--- config.mk ---
export PLATFORM = sky130hd
export DESIGN_NAME = mem_arbiter
export DESIGN_NICKNAME = d
export VERILOG_FILES = /design/src/rtl/mem_pkg.sv /design/src/rtl/mem_lsu_align.sv /design/src/rtl/mem_arbiter.sv
export SDC_FILE = /design/constraint.sdc
export NUM_CORES = 1
export LEC_CHECK = 0
export ABC_AREA = 1
export BUFFER_PORTS_ARGS = -buffer_cell sky130_fd_sc_hd__buf_2
export CORE_MARGIN = 2
export CORE_UTILIZATION = 25
export DETAILED_ROUTE_END_ITERATION = 16
export SETUP_SLACK_MARGIN = 0.1
export SLEW_MARGIN = 20
export SYNTH_ARGS = -nofsm -noshare
export SYNTH_HDL_FRONTEND = slang
export SYNTH_SLANG_ARGS = --single-unit
--- constraint.sdc ---
create_clock -name clk -period 2.1 [get_ports clk]
set_input_delay 0.42 -clock clk [delete_from_list [all_inputs] [get_ports clk]]
set_output_delay 0.42 -clock clk [all_outputs]
set_load 0.02 [all_outputs]
--- src/rtl/mem_pkg.sv ---
// Shared types and widths for the unified instruction/data memory controller.
package mem_pkg;
  localparam int WORD_W = 32;
  localparam int BE_W   = 4;

  typedef enum logic [2:0] {
    LB  = 3'd0,
    LH  = 3'd1,
    LW  = 3'd2,
    LBU = 3'd4,
    LHU = 3'd5
  } funct3_e;

  typedef enum logic [1:0] {
    IDLE,
    BUSY,
    RESP,
    ERR
  } state_e;
endpackage

--- src/rtl/mem_lsu_align.sv ---
// Sub-word handling for the load/store path: byte enables, store lane replication,
// load lane extraction with sign/zero extension, and legality check. Purely combinational.
module mem_lsu_align
  import mem_pkg::*;
(
  input  logic [2:0]        funct3,
  input  logic              we,
  input  logic [1:0]        addr_lo,
  input  logic [WORD_W-1:0] wdata_i,
  input  logic [WORD_W-1:0] rdata_i,
  output logic [BE_W-1:0]   be,
  output logic [WORD_W-1:0] wdata_o,
  output logic [WORD_W-1:0] rdata_o,
  output logic              err
);
  logic [7:0]  byte_sel;
  logic [15:0] half_sel;

  always_comb begin
    byte_sel = rdata_i[{addr_lo, 3'b000} +: 8];
    half_sel = addr_lo[1] ? rdata_i[31:16] : rdata_i[15:0];
    be       = '0;
    wdata_o  = '0;
    rdata_o  = '0;
    err      = 1'b0;
    case (funct3)
      LB, LBU: begin
        be      = 4'b0001 << addr_lo;
        wdata_o = {4{wdata_i[7:0]}};
        rdata_o = {{24{byte_sel[7] & (funct3 == LB)}}, byte_sel};
        err     = we && (funct3 == LBU);
      end
      LH, LHU: begin
        be      = addr_lo[1] ? 4'b1100 : 4'b0011;
        wdata_o = {2{wdata_i[15:0]}};
        rdata_o = {{16{half_sel[15] & (funct3 == LH)}}, half_sel};
        err     = addr_lo[0] || (we && (funct3 == LHU));
      end
      LW: begin
        be      = 4'b1111;
        wdata_o = wdata_i;
        rdata_o = rdata_i;
        err     = (addr_lo != 2'b00);
      end
      default: err = 1'b1;
    endcase
  end
endmodule

--- src/rtl/mem_arbiter.sv ---
// Single-port memory controller: round-robin fetch vs load/store, one access in flight,
// response MEM_LATENCY+1 cycles after grant (errors next cycle); requests wait while busy.
module mem_arbiter
  import mem_pkg::*;
#(
  parameter int unsigned MEM_LATENCY = 1
) (
  input  logic              clk,
  input  logic              reset,
  input  logic              if_req,
  input  logic [WORD_W-1:0] if_addr,
  output logic              if_gnt,
  output logic              if_rvalid,
  output logic [WORD_W-1:0] if_rdata,
  input  logic              ls_req,
  input  logic              ls_we,
  input  logic [2:0]        ls_funct3,
  input  logic [WORD_W-1:0] ls_addr,
  input  logic [WORD_W-1:0] ls_wdata,
  output logic              ls_gnt,
  output logic              ls_rvalid,
  output logic [WORD_W-1:0] ls_rdata,
  output logic              ls_err,
  output logic              mem_en,
  output logic              mem_we,
  output logic [BE_W-1:0]   mem_be,
  output logic [WORD_W-1:0] mem_addr,
  output logic [WORD_W-1:0] mem_wdata,
  input  logic [WORD_W-1:0] mem_rdata
);
  state_e            state_q, state_d;
  logic [2:0]        cnt_q, cnt_d;
  logic              last_ls_q, last_ls_d;
  logic              is_ls_q, is_ls_d;
  logic              we_q, we_d;
  logic [2:0]        funct3_q, funct3_d;
  logic [1:0]        addr_lo_q, addr_lo_d;
  logic [WORD_W-1:0] rdata_q, rdata_d;

  logic              idle, pick_ls, take, bad;
  logic [WORD_W-1:0] sel_addr;
  logic [2:0]        al_funct3;
  logic              al_we;
  logic [1:0]        al_lo;
  logic [BE_W-1:0]   al_be;
  logic [WORD_W-1:0] al_wdata, al_rdata;
  logic              al_err;

  // The aligner sees the live request while idle and the latched one while responding.
  always_comb begin
    idle      = (state_q == IDLE) && reset;
    pick_ls   = ls_req && (!if_req || !last_ls_q);
    take      = idle && (if_req || ls_req);
    sel_addr  = pick_ls ? ls_addr : if_addr;
    al_funct3 = (state_q == IDLE) ? ls_funct3 : funct3_q;
    al_we     = (state_q == IDLE) ? ls_we : we_q;
    al_lo     = (state_q == IDLE) ? sel_addr[1:0] : addr_lo_q;
    bad       = pick_ls && al_err;
  end

  mem_lsu_align u_align (
    .funct3  (al_funct3),
    .we      (al_we),
    .addr_lo (al_lo),
    .wdata_i (ls_wdata),
    .rdata_i (rdata_q),
    .be      (al_be),
    .wdata_o (al_wdata),
    .rdata_o (al_rdata),
    .err     (al_err)
  );

  always_ff @(posedge clk or negedge reset) begin
    if (!reset) begin
      state_q   <= IDLE;
      cnt_q     <= '0;
      last_ls_q <= 1'b0;
      is_ls_q   <= 1'b0;
      we_q      <= 1'b0;
      funct3_q  <= '0;
      addr_lo_q <= '0;
      rdata_q   <= '0;
    end else begin
      state_q   <= state_d;
      cnt_q     <= cnt_d;
      last_ls_q <= last_ls_d;
      is_ls_q   <= is_ls_d;
      we_q      <= we_d;
      funct3_q  <= funct3_d;
      addr_lo_q <= addr_lo_d;
      rdata_q   <= rdata_d;
    end
  end

  always_comb begin
    state_d   = state_q;
    cnt_d     = cnt_q;
    last_ls_d = last_ls_q;
    is_ls_d   = is_ls_q;
    we_d      = we_q;
    funct3_d  = funct3_q;
    addr_lo_d = addr_lo_q;
    rdata_d   = rdata_q;
    case (state_q)
      IDLE: begin
        if (take) begin
          last_ls_d = pick_ls;
          is_ls_d   = pick_ls;
          we_d      = pick_ls && ls_we;
          funct3_d  = ls_funct3;
          addr_lo_d = sel_addr[1:0];
          if (bad) begin
            state_d = ERR;
          end else begin
            state_d = BUSY;
            cnt_d   = 3'(MEM_LATENCY - 1);
          end
        end
      end
      BUSY: begin
        if (cnt_q == 3'd0) begin
          rdata_d = mem_rdata;
          state_d = RESP;
        end else begin
          cnt_d = cnt_q - 3'd1;
        end
      end
      RESP:    state_d = IDLE;
      ERR:     state_d = IDLE;
      default: state_d = IDLE;
    endcase
  end

  always_comb begin
    if_gnt    = 1'b0;
    ls_gnt    = 1'b0;
    if_rvalid = 1'b0;
    if_rdata  = '0;
    ls_rvalid = 1'b0;
    ls_rdata  = '0;
    ls_err    = 1'b0;
    mem_en    = 1'b0;
    mem_we    = 1'b0;
    mem_be    = '0;
    mem_addr  = '0;
    mem_wdata = '0;
    if (take) begin
      ls_gnt = pick_ls;
      if_gnt = !pick_ls;
      if (!bad) begin
        mem_en   = 1'b1;
        mem_addr = {sel_addr[WORD_W-1:2], 2'b00};
        if (pick_ls) begin
          mem_we    = ls_we;
          mem_be    = al_be;
          mem_wdata = ls_we ? al_wdata : '0;
        end else begin
          mem_be = '1;
        end
      end
    end
    if (state_q == RESP) begin
      if (is_ls_q) begin
        ls_rvalid = 1'b1;
        ls_rdata  = we_q ? '0 : al_rdata;
      end else begin
        if_rvalid = 1'b1;
        if_rdata  = rdata_q;
      end
    end
    if (state_q == ERR) begin
      ls_rvalid = 1'b1;
      ls_err    = 1'b1;
    end
  end
endmodule
# Word-level counts from Yosys, hierarchy flattened
# Index checks and enable logic that the tools add are counted.
# Widths: inputs -> output; s select.
# word_totals
regBits	44
in_bits	136
output_inout_bits	139
wordCells	93
# op_classes
n_addsub	1
eq_ne	11
n_shift	2
mux	45
bitwise	2
reduce_logical	25
# ops
cell	n
$mux 32	12
$pmux 32 s3	2
$shiftx 32x6->8	1
$mux 16	1
$mux 4	4
$mux 1	14
$mux 3	4
$pmux 4 s3	1
$mux 2	4
$ne 2x2->1 const B	4
$logic_and 1x1->1	7
$eq 3x3->1 const B	2
$logic_not 3->1	2
$pmux 2 s3	1
$pmux 3 s2	1
$reduce_and 2->1	3
$reduce_or 2->1	3
$eq 2x2->1 const B	2
$reduce_and 4->1	1
$reduce_bool 2->1	2
$shl 1x2->4 const A	1
$eq 3x1->1 const B	1
$eq 3x2->1 const B	1
$logic_not 1->1	3
other kinds (6)	9

# Depth between registers and ports, before layout
# Gate-level depths: netlist of the first run.
# depth
depth_word	11
depth_mapped	13
depth_no_buf	13

# Cells and area by module
# A second synthesis of the first run with hierarchy kept.
# hier_totals
hier_cells	970
area_unflattened_um2	5038.6
# modules_own_cells
mod	n_inst	cells_per_inst	area_per_inst_um2	seq_area_each_um2
mem_arbiter	1	558	3289.4	1101.1
mem_lsu_align	1	412	1749.2	0.0

# Least setup slack after synthesis of the first run
# OpenSTA, ideal clock, no wires.
# synth_timing
path_kind	flip-flop to output port
startpoint	register state_q[1]
endpoint	output port mem_wdata[16]
arrival_ns	1.930
t_required_ns	1.680
slack_ns	-0.250
path_stages_with_launch	10
n_path_buf	0
cell_sequence	dfrtp_1 -> nor2_4 -> nand2_1 -> o21ai_2 -> a21oi_2 -> nor2_4 -> nand2_2 -> nor2_8 -> nand2_4 -> o21ai_0
# synth_between
elab_chain_cells	9
word_cells_on_any_way	24
classes_between	4 x eq/ne; 9 x mux; 11 x reduce/logical
# synth_rtl
element	line	text
start, declared	mem_arbiter.sv:31	state_e state_q, state_d;
start signal, assigned	mem_arbiter.sv:84	state_q <= state_d;
$logic_not 2->1 (*)	--	
$mux 3	mem_arbiter.sv:55	al_funct3 = (state_q == IDLE) ? ls_funct3 : funct3_q;
$eq 3x3->1, or another cell as far along	mem_lsu_align.sv:26, mem_lsu_align.sv:37	
$reduce_or 2->1 or $logic_and 1x1->1 (tied branches)	mem_lsu_align.sv:26, mem_lsu_align.sv:37	
$pmux 32 s3 or $logic_or 1x1->1 (tied branches)	mem_lsu_align.sv:26, mem_lsu_align.sv:37	
$mux 32 or $pmux 1 s3 (tied branches)	mem_arbiter.sv:156, mem_lsu_align.sv:26	
$mux 32 or $logic_and 1x1->1 (tied branches)	mem_arbiter.sv:153, mem_arbiter.sv:58	
$mux 32	mem_arbiter.sv:150	if (!bad) begin
$mux 32 (*)	mem_arbiter.sv:147	if (take) begin
end, declared	mem_arbiter.sv:28	output logic [WORD_W-1:0] mem_wdata,
# Every way passes the cells marked *; elsewhere a longest branch is shown, timed or not.

# Final worst setup path of the first run
# layout_timing
startpoint	register state_q[0]
endpoint	output port ls_rdata[10]
# layout_between
elab_chain_cells	8
word_cells_on_any_way	18
classes_between	5 x eq/ne; 1 x shift; 7 x mux; 1 x bitwise; 4 x reduce/logical
# layout_rtl
element	line	text
$logic_not 2->1	mem_arbiter.sv:55, mem_arbiter.sv:57	
$mux 2 or $mux 3 (tied branches)	mem_arbiter.sv:57, mem_arbiter.sv:55	
$shiftx 32x6->8, or another cell as far along	mem_lsu_align.sv:20	byte_sel = rdata_i[{addr_lo, 3'b000} +: 8];
$and 1x1->1 or $reduce_or 2->1 (tied branches)	mem_lsu_align.sv:30, mem_lsu_align.sv:26	
$pmux 32 s3	mem_lsu_align.sv:26	case (funct3)
$mux 32	mem_arbiter.sv:165	ls_rdata = we_q ? '0 : al_rdata;
$mux 32	mem_arbiter.sv:163	if (is_ls_q) begin
$mux 32 (*)	mem_arbiter.sv:162	if (state_q == RESP) begin
end, declared	mem_arbiter.sv:22	output logic [WORD_W-1:0] ls_rdata,
# Marks and branches as above.

==> metrics.md, run 1 <==
| Metric | Value |
|---|---|
| Final setup viols | `134` |
| Grt ovf | `0` |
| Avg Inst Size Synth | `between 5 and 6 µm²` |
| Outcome | `complete, but fails checks` |
| Worst Skew | `roughly 4.4 ps` |
| Total track usage | `approximately a fifth` |
| Reg area | `0.00110 mm²` |
| Post-layout min period | `between 2000 and 3000 ps` |
| Number of synthesized flops with an enable pin | `0` |
| Die Area | `0.0178 mm²` |
| CTS max path bufs | `2` |
| CTS tree | `built` |
| Largest net degree at the start of global routing | `63` |
| Fin nets | `1170` |
| Core area | `0.0165 mm²` |
| Final Hold Viols | `0` |
| DRC Markers | `0` |
| Final Max Slew Viols | `0` |
| Register-to-register setup slack | `roughly 210 ps` |
| Tcrit/Tclk final | `130%` |
| FF-to-FF path depth | `13` |
| Sequential fraction of the synthesis area | `26.4%` |
| Slew headroom | `59.1%` |
| CP endpoint kind | `primary output` |
| F_max | `around 0.37 GHz` |
| Initial core utilization | `25.4%` |
| Post-Layout Cell Count | `~1.3k` |
| Netlist cell types | `37` |
| Initial antenna violation count | `0` |
| Critical Path RT | `1680 ps` |
| Vias in the first global route | `about 5.6k` |
| Most common cell in the netlist | `nand2_1` |
| Share of cells above drive strength 1 | `59.1%` |
| Synth area leader | `dfrtp_1` |
| Die W | `133 µm` |
| Vias | `about 6k` |
| FP Rows | `47` |
| RSZ-0062 raised after global routing | `true` |
| Synth top area cells | `dfrtp_1 (26%), nand2_1 (17%), a21oi_1 (13%)` |
| Area of the multi-input gates | `about 0.004 mm²` |
| Synthesized instance count | `just over 700` |
| First-pass GRT wire length | `roughly 29000 µm` |
| Post-synth ARST share | `100%` |
| Worst r2r src | `state_q[0]` |
| Port bufs | `272` |
| Routed Antenna Nets | `0` |
| Failing checks | `setup timing` |
| Ys flop type | `dfrtp_1` |
| Die Ht | `around 130 µm` |
| Worst min-delay path class | `primary input to asynchronous set/reset pin` |
| Num CTS Buffers | `5` |
| Worst setup margin | `-630 ps` |
| WP data arrival | `between 2000 and 2500 ps` |
| Flops & latches, synth | `between 40 and 50` |
| Ys Warns | `0` |
| Filler Cells Inserted | `~1.5k` |
| Clock Root Buffer | `clkbuf_16` |
| Overall Power | `11.4 mW` |
| Top Ports | `275` |
| Area grow syn2layout | `120%` |
| VDD IR-drop max | `554 µV` |
| Area share of the largest cell type after synthesis | `about a quarter` |
| Reg clk slew, reported paths | `about 70 ps` |
| Antenna Cells | `0` |
| H-tree levels | `2` |
| Post-Syn Area | `between 0.004 and 0.005 mm²` |
| Hold Slack | `about 240 ps` |
| Drt via density | `between 4 and 5` |
| Reg-to-Reg End | `cnt_q[1]` |
| Power Density | `1240 mW/mm²` |
| Synth top cells by count | `nand2_1 (188), nor2_1 (114), a21oi_1 (108)` |
| Setup TNS | `-57030 ps` |
| P_leak | `4.18 nW` |
| Pre-antenna DRT Iters | `4` |
| Critical-path maximum fanout | `8` |
| Placed insts | `around 1.2k` |
| Post-DP HPWL | `about 14000 µm` |
| Wirelength, routed | `between 15000 and 20000 µm` |
| Worst setup path class | `flip-flop to primary output` |
| # clock sinks | `44` |
| Worst-Margin Slew | `between 600 and 700 ps` |
| Drt wl/cell | `about 16 µm` |
| First-iteration detailed-routing DRC count | `280` |
| Routability Congestion | `approximately 0.83` |
| Dpl ws | `-361 ps` |
| Clock Latency Late Sink | `300 ps` |
| CP startpoint kind | `flip-flop` |
| Max-cap violation count | `0` |
where the power goes:
part / internal (mW) / switching [mW] / total (mW)
Combinational: 3.56 / 5.43 / 8.99
Sequential: 1.25 / 0.333 / 1.58
Clock: 0.433 / 0.355 / 0.788
final cells by class:
cell class                      count  area share (%)
Multi-Input combinational cell    524            43.6
Sequential cell                    44            12.0
Inverter                          101            4.37
Timing Repair Buffer              356            35.6
Tap cell                          220            2.99
Clock inverter                      2           0.136
Clock buffer                        5            1.36
layout by cell type, fill, tap and decap left out, types with 2 or more instances in the layout:
master | Yosys | routed
nand2_1 | 188 | 148
buf_2 | 12 | 141
buf_6 | 2 | 136
inv_1 | 95 | 69
nor2_4 | 3 | 61
a21oi_4 | 0 | 60
nor2_1 | 114 | 52
buf_4 | 8 | 47
a21oi_1 | 108 | 44
dfrtp_1 | 44 | 44
nand2_2 | 6 | 30
inv_2 | 5 | 26
o21ai_0 | 32 | 20
buf_12 | 0 | 18
nand2_4 | 4 | 16
nand3_1 | 16 | 12
clkbuf_16 | 0 | 12
nand4_1 | 9 | 9
o21ai_2 | 6 | 9
o21ai_1 | 7 | 9
o21ai_4 | 1 | 8
a21oi_2 | 3 | 7
nor2_2 | 3 | 7
nand3_4 | 1 | 5
a221oi_1 | 5 | 5
nand2_8 | 0 | 4
buf_8 | 0 | 4
inv_6 | 0 | 3
buf_16 | 0 | 3
nand3_2 | 2 | 2
nor3_4 | 1 | 2
a31oi_4 | 0 | 2
a22oi_1 | 2 | 2
ha_1 | 2 | 2
conb_1 | 1 | 2
metrics by stage:
step	utilization (%)	instance area, µm²
3_3_place_gp	43.4	7150
6_report	55.8	9190
4_1_cts	48.8	8030
5_1_grt	55.8	9190
3_5_place_dp	43.4	7150
2_1_floorplan	-	5150
how the worst max path moves through the flow:
stage / from / to / cells after the start
floorplan: state_q[0] / mem_wdata[26] / 10
global placement: state_q[0] / ls_rdata[1] / 14
detailed placement: state_q[0] / ls_rdata[1] / 14
CTS: state_q[0] / ls_rdata[16] / 14
global route: state_q[0] / ls_rdata[13] / 13
finish: state_q[0] / ls_rdata[10] / 13
worst max-delay path, stage by stage, from the launching register on:
cell	delay, ps
dfrtp_1	430
nor2_4	140
buf_12	140
o21ai_4	80
buf_6	120
nor2_4	170
inv_2	80
nor2_4	190
buf_12	160
nand2_1	60
o21ai_1	80
inv_1	80
a21oi_4	140
buf_6	130
flip-flops by register name (all words and copies together), names as in the netlist:
| name | cells |
|---|---|
| cnt_q | 3 |
| addr_lo_q | 2 |
| rdata_q | 32 |
| is_ls_q | 1 |
| state_q | 2 |
| funct3_q | 3 |
| we_q | 1 |
logic make-up after synthesis:
kind of cell	count (synthesis)	share of synthesized area, %
compound gates	168	22.2
xor+xnor	1	0.210
fa+ha+maj	2	0.599
buf+inv	144	14.4
flops	44	26.4
other cells	1	0.0898
simple gates	351	36.1
routing by layer:
metal | part of all wire (%) | vias up | GRT usage [%]
li1 | - | 2894 | -
met1 | 40 | 2813 | 24.9
met2 | 53 | 236 | 36.4
met3 | 5.7 | 25 | 3.46
met4 | 1.6 | 0 | 3.19
met5 | 0 | - | 0
what timing repair did:
item                       CTS  global route
buffers inserted             8             6
gates cloned                 4             7
setup endpoints to repair  135           138
resized for setup          203           283
pin swaps                    8            28
hold buffers                 0             0
Note: power is estimated with default switching activity, not from simulation.
==> run 2, diff against run 1 <==
--- a/config.mk
+++ b/config.mk
@@ -5,7 +5,6 @@
 export SDC_FILE = /design/constraint.sdc
 export NUM_CORES = 1
 export LEC_CHECK = 0
-export ABC_AREA = 1
 export BUFFER_PORTS_ARGS = -buffer_cell sky130_fd_sc_hd__buf_2
 export CORE_MARGIN = 2
 export CORE_UTILIZATION = 25
==> constraint.sdc (replaced) <==
create_clock -name clk -period 2.5 [get_ports clk]
set_input_delay 0.5 -clock clk [delete_from_list [all_inputs] [get_ports clk]]
set_output_delay 0.5 -clock clk [all_outputs]
set_load 0.02 [all_outputs]
==> run 2 against run 1 <==
The flow still finishes with violations (setup timing). Synthesized cell count decreased by 25%. Routed wire length increased by 3.2%. Non-clock buffer count increased by 49. Sequential power increased by 4%. Sequential cell count unchanged. First-iteration DRC count decreased by 20%. Die area decreased by 1.6%. Register-to-register slack got worse by 170 ps. Total power decreased by 17%. Critical path depth decreased by 2. Largest cell class unchanged. Highest routed layer is now met5.
==> metrics.md, run 2 <==
| Metric | Value |
|---|---|
| Area grow syn2layout | `114%` |
| Fin nets | `1041` |
| Final Max Slew Viols | `0` |
| Avg Inst Size Synth | `just under 8 µm²` |
| Die W | `~130 µm` |
| Worst-Margin Slew | `roughly 630 ps` |
| Slew headroom | `~58%` |
| Drt via density | `5.01` |
| Synthesized instance count | `~530` |
| Crit-path max cell delay | `about 460 ps` |
| Commonest non-fill, non-tap cell in the layout | `buf_2` |
| Area of the multi-input gates | `around 0.0038 mm²` |
| Number of synthesized flops with an enable pin | `0` |
| Num CTS Buffers | `5` |
| Most frequent cells in the layout | `buf_2 (166), nand2_1 (108), buf_4 (106)` |
| Worst setup path class | `flip-flop to primary output` |
| Register-to-register setup slack | `40 ps` |
| Vias | `approximately 5.6k` |
| Share of cells above drive strength 1 | `between 60% and 70%` |
| Outcome | `complete, but fails checks` |
| Clock Latency Late Sink | `290 ps` |
| CTS max path bufs | `2` |
| CP dominant cell by count | `buf_4` |
| Die Ht | `about 130 µm` |
| Most common cell in the netlist | `nand2_1` |
| Failing checks | `setup timing` |
| Wirelength, routed | `just over 20000 µm` |
| Initial antenna violation count | `1` |
| Final Hold Viols | `0` |
| Synth area leader | `dfrtp_1` |
| Max-cap violation count | `0` |
| Ys Warns | `0` |
| P_leak | `3.93 nW` |
| Antenna Cells | `0` |
| Worst path bufs/invs | `6` |
| Post-synth ARST share | `between 90% and 100%` |
| Flops & latches, synth | `44` |
| Final setup viols | `100` |
| # clock sinks | `44` |
| Area share of the largest cell type after synthesis | `between 20% and 30%` |
| Sequential fraction of the synthesis area | `approximately 27%` |
| Post-DP HPWL | `around 14000 µm` |
| Top Ports | `275` |
| Max reg flops | `32` |
| Synth top area cells | `dfrtp_1 (27%), nand2_1 (9.9%), mux2_2 (8.8%)` |
| Reg clk slew, reported paths | `70 ps` |
| WP data arrival | `approximately 2600 ps` |
| Initial core utilization | `25.7%` |
| Overall Power | `between 9 and 10 mW` |
| Tcrit/Tclk final | `124%` |
| Critical-path maximum fanout | `6` |
| Clock Root Buffer | `clkbuf_16` |
| Post-Place Cell Area | `a little over 0.007 mm²` |
| Die Area | `about 0.017 mm²` |
| VDD IR-drop max | `around 570 µV` |
| Power Density | `1080 mW/mm²` |
| Synth top cells by count | `nand2_1 (108), a21oi_1 (45), dfrtp_1 (44)` |
| CP endpoint kind | `primary output` |
| DRC Markers | `0` |
| Worst min-delay path class | `primary input to asynchronous set/reset pin` |
| Netlist cell types | `68` |
| First-pass GRT wire length | `approximately 31000 µm` |
| Reg area | `around 0.0011 mm²` |
| Total track usage | `21.8%` |
| CP startpoint kind | `flip-flop` |
| H-tree levels | `2` |
| Filler Cells Inserted | `1420` |
| Post-layout min period | `3090 ps` |
| Largest regs | `rdata_q x32, cnt_q x3, funct3_q x3` |
| Final Instance Area | `a little under 0.009 mm²` |
| Pre-antenna DRT Iters | `8` |
| Drt wl/cell | `18.3 µm` |
| Routed Antenna Nets | `0` |
| Critical path, cell by cell | `buf_12 > nor4_4 > mux2i_1 > buf_4 > a211oi_4 > buf_4 > o2111ai_4 > buf_4 > buf_12 > nor2_4 > buf_6` |
| F_max | `between 0.3 and 0.4 GHz` |
| Dpl ws | `-430 ps` |
| Post-Syn Area | `0.00411 mm²` |
| Largest net degree at the start of global routing | `45` |
| Port bufs | `between 200 and 300` |
| Top reg by flops | `rdata_q` |
| Grt ovf | `0` |
| First-iteration detailed-routing DRC count | `224` |
| Worst setup margin | `-590 ps` |
| Cts hold-fix bufs | `0` |
| FP Rows | `46` |
| Worst Skew | `between 5 and 6 ps` |
| Critical Path RT | `around 2000 ps` |
| Core area | `0.0160 mm²` |
| CP max stage cell | `dfrtp_2` |
| Ys flop type | `dfrtp_1` |
| Vias in the first global route | `approximately 5.7k` |
| Routability Congestion | `roughly 0.89` |
| CTS tree | `built` |
| RSZ-0062 raised after global routing | `true` |
| Top delay family on crit path | `buffers and inverters` |
==> run 2: cell families (layout without fill, tap and decap cells) <==
group / after synthesis / in the layout / synth area share, %
AOI/OAI and AO/OA: 154 / 154 / 26.2
other: 1 / 2 / 0.0913
adders and majority gates: 2 / 2 / 0.609
DFF: 44 / 44 / 26.8
buffers and inverters: 50 / 421 / 6.00
and+or+nand+nor: 234 / 234 / 27.4
muxes: 47 / 47 / 12.9
==> run 2: per-layer routing <==
| metal | GRT usage [%] | up-vias | part of all wire [%] |
|---|---|---|---|
| met4 | 4.48 | 2 | 1.5 |
| met1 | 25.6 | 2690 | 38 |
| met5 | 0 | - | 0.064 |
| li1 | - | 2643 | - |
| met2 | 40.3 | 246 | 52 |
| met3 | 5.11 | 26 | 8.0 |
==> run 2: what timing repair did <==
| action | 4_1_cts | 5_1_grt |
|---|---|---|
| gates cloned | 3 | 4 |
| buffers inserted | 25 | 9 |
| resized for setup | 220 | 89 |
| pin swaps | 28 | 10 |
| endpoints found under the setup margin | 135 | 135 |
==> run 2: worst paths after layout <==
kind / from / to / depth (start not counted)
min in group clk: mem_rdata[19] / rdata_q[19] / 2
max in group asynchronous: reset / state_q[1] / 2
min reg2reg: funct3_q[1] / funct3_q[1] / 2
max reg2reg: state_q[1] / cnt_q[2] / 10
min: reset / rdata_q[21] / 2
max: state_q[1] / mem_wdata[21] / 11
==> run 2: cell type report <==
type	instances	area share, %
timing repair buffer	405	38.6
inverter	8	0.427
clock buffer	6	1.58
sequential	44	12.6
clock inverter	2	0.171
tap	216	3.08
multi-input combinational	439	43.6
==> run 2: power by group <==
part / switching (mW) / total, mW / leakage [nW] / internal, mW
registers: 0.564 / 1.64 / 0.525 / 1.08
clock network: 0.302 / 0.700 / 0.0691 / 0.398
logic: 3.63 / 7.11 / 3.33 / 3.49
==> run 2: metrics by stage <==
step / setup TNS [ps] / instances / hold WS (ps) / utilization (%)
final: -53490 / 1120 / 329 / 54.9
after global routing: -64150 / 1120 / 373 / 54.9
after CTS: -51740 / 1108 / 369 / 52.2
after detailed placement: -35340 / 1072 / 533 / 44.6
after global placement: -35670 / 1072 / 530 / 44.6
after floorplan: -13470 / 533 / 204 / -
==> run 3, diff against run 2 <==
--- a/config.mk
+++ b/config.mk
@@ -6,9 +6,13 @@
 export NUM_CORES = 1
 export LEC_CHECK = 0
 export BUFFER_PORTS_ARGS = -buffer_cell sky130_fd_sc_hd__buf_2
-export CORE_MARGIN = 2
-export CORE_UTILIZATION = 25
+export CELL_PAD_IN_SITES_DETAIL_PLACEMENT = 2
+export CELL_PAD_IN_SITES_GLOBAL_PLACEMENT = 2
+export CORE_ASPECT_RATIO = 0.6
+export CORE_MARGIN = 5
+export CORE_UTILIZATION = 19
 export DETAILED_ROUTE_END_ITERATION = 16
+export PLACE_DENSITY_LB_ADDON = 0.1
 export SETUP_SLACK_MARGIN = 0.1
 export SLEW_MARGIN = 20
 export SYNTH_ARGS = -nofsm -noshare
==> run 3 against run 2 <==
Core utilization is 15 points lower. Cell area is 3.7% lower. Via count is 0.16% lower. Critical path type unchanged. The run still ends with setup timing left. Final cell count is 4.0% higher. Worst hold slack better by 100 ps.
==> metrics.md, run 3 (same netlist as run 2, synthesis figures left out) <==
| Metric | Value |
|---|---|
| Outcome | `complete, but fails checks` |
| Failing checks | `setup timing` |
| Placed insts | `approximately 1.1k` |
| Crit-path max cell delay | `520 ps` |
| Worst setup margin | `-691 ps` |
| Clock Root Buffer | `clkbuf_16` |
| Critical Path RT | `about 2000 ps` |
| CP startpoint kind | `flip-flop` |
| M1 WL | `about 12000 µm` |
| Clock Latency Late Sink | `300 ps` |
| Initial core utilization | `19.4%` |
| Cts hold-fix bufs | `0` |
| Port bufs | `272` |
| DRC Markers | `0` |
| Reg clk slew, reported paths | `70 ps` |
| Wirelength, routed | `approximately 25000 µm` |
| Drt wl/cell | `roughly 22 µm` |
| Post-Place Cell Area | `between 0.007 and 0.008 mm²` |
| FF-to-FF path depth | `8` |
| Reg area | `0.00110 mm²` |
| Share of cells above drive strength 1 | `a little under two thirds` |
| Reg-to-Reg End | `cnt_q[2]` |
| Most frequent cells in the layout | `buf_2 (187), nand2_1 (108), buf_4 (88)` |
| Die W | `around 200 µm` |
| Num CTS Buffers | `5` |
| Die Area | `around 0.025 mm²` |
| Area of the multi-input gates | `0.00374 mm²` |
| Final Instance Area | `between 0.008 and 0.009 mm²` |
| FP Rows | `41` |
| Max layer used | `met5` |
| Routability Congestion | `0.832` |
| Met3 wire len | `1730 µm` |
| Pre-antenna DRT Iters | `4` |
| CTS tree | `built` |
| H-tree levels | `2` |
| Top Ports | `275` |
| Initial antenna violation count | `2` |
| Largest regs | `rdata_q x32, cnt_q x3, funct3_q x3` |
| Area grow syn2layout | `106%` |
| Worst-Margin Slew | `646 ps` |
| Grt ovf | `0` |
| Tcrit/Tclk final | `128%` |
| Final Hold Viols | `0` |
| Post-layout min period | `3190 ps` |
| Post-DP HPWL | `between 15000 and 20000 µm` |
| Min-Delay Endpoint | `rdata_q[22]` |
| Power Density | `1110 mW/mm²` |
| Critical path, cell by cell | `buf_12 > or4_4 > o31a_4 > a211oi_4 > o31ai_2 > nand2b_4 > buf_12 > a21oi_4 > buf_6` |
| Register-to-register setup slack | `-40 ps` |
| Total track usage | `18.5%` |
| Die Ht | `roughly 120 µm` |
| Fin nets | `between 1k and 1.5k` |
| Post-layout util | `between 40% and 50%` |
| Largest net degree at the start of global routing | `45` |
| F_max | `between 0.3 and 0.4 GHz` |
| DR WL met2 | `~11000 µm` |
| CP max stage cell | `or4_4` |
| RSZ-0062 raised after global routing | `true` |
| First-iteration detailed-routing DRC count | `about 230` |
| Top reg by flops | `rdata_q` |
| Drt via density | `between 4 and 5` |
| Vias | `approximately 5.6k` |
| Worst path bufs/invs | `3` |
| CTS max path bufs | `2` |
| Worst r2r src | `state_q[0]` |
| Post-Layout Cell Count | `between 1k and 1.5k` |
| Top delay family on crit path | `simple AND/OR/NAND/NOR gates` |
| Routed Antenna Nets | `0` |
| Final setup viols | `a little over 100` |
| P_leak | `3.76 nW` |
| Worst min-delay path class | `primary input to flip-flop` |
| First-pass GRT wire length | `between 30000 and 40000 µm` |
| Commonest non-fill, non-tap cell in the layout | `buf_2` |
| Filler Cells Inserted | `about 2.3k` |
| VDD IR-drop max | `475 µV` |
| CP endpoint kind | `primary output` |
| Slew headroom | `between 50% and 60%` |
| Vias in the first global route | `around 6k` |
| # clock sinks | `44` |
| Critical-path maximum fanout | `10` |
| Hold Crit Depth | `2` |
| Worst Skew | `8.03 ps` |
| Final Max Slew Viols | `0` |
| Max reg flops | `32` |
| WP data arrival | `2690 ps` |
| Min-delay src | `mem_rdata[22]` |
| CP dominant cell by count | `buf_12` |
| Core area | `around 0.021 mm²` |
| Worst setup path class | `flip-flop to primary output` |
| Max-cap violation count | `0` |
## run 3: final cells by class
cell class / instances / area share [%]
Antenna cell: 2 / 0.0592
Clock buffer: 5 / 1.48
Clock inverter: 2 / 0.148
Inverter: 8 / 0.503
Multi-Input combinational cell: 439 / 44.2
Sequential cell: 44 / 13.0
Tap cell: 279 / 4.13
Timing Repair Buffer: 386 / 36.5
## run 3: metal layers
metal | track usage, % | vias up
met3 | 5.35 | 23
met1 | 26.5 | 2799
met2 | 28.3 | 164
li1 | - | 2608
met5 | 0 | -
met4 | 2.97 | 4
## run 3: worst max path at each step
stage | start | end | slack (ps) | cells after the start
floorplan | ls_funct3[2] | mem_addr[10] | -190 | 8
global route | state_q[0] | mem_be[1] | -790 | 9
finish | state_q[0] | mem_be[1] | -690 | 9
global placement | ls_addr[0] | mem_be[2] | -510 | 10
CTS | state_q[1] | mem_be[2] | -700 | 8
detailed placement | state_q[1] | mem_wdata[17] | -490 | 8
## run 3: per-stage QoR
step	worst slack (ps)	power (mW)	hold WS (ps)	TNS, ps
final	-691	9.42	431	-61330
after CTS	-702	8.50	423	-62040
after detailed placement	-492	7.56	559	-42200
after global placement	-507	7.38	519	-40150
after global routing	-789	9.96	432	-70010
after floorplan	-193	5.05	204	-13470
## run 3: repair_timing
action	CTS	global route
setup buffers	0	17
resized for setup	117	111
pin swaps	3	20
setup endpoints to repair	131	114
gates cloned	0	8
## run 3: worst register-to-register path, cell delays in order, from the launching register on
cell	delay, ps
dfrtp_1	410
buf_12	160
or4_4	520
o31a_4	140
a211oi_4	300
o31ai_2	110
nand2b_4	270
buf_12	210
a311o_1	310
## run 3: report_power, final
part	switching (mW)	total [mW]	internal [mW]
Clock	0.326	0.691	0.365
Combinational	3.81	7.12	3.31
Sequential	0.537	1.61	1.08
Total	4.67	9.42	4.75
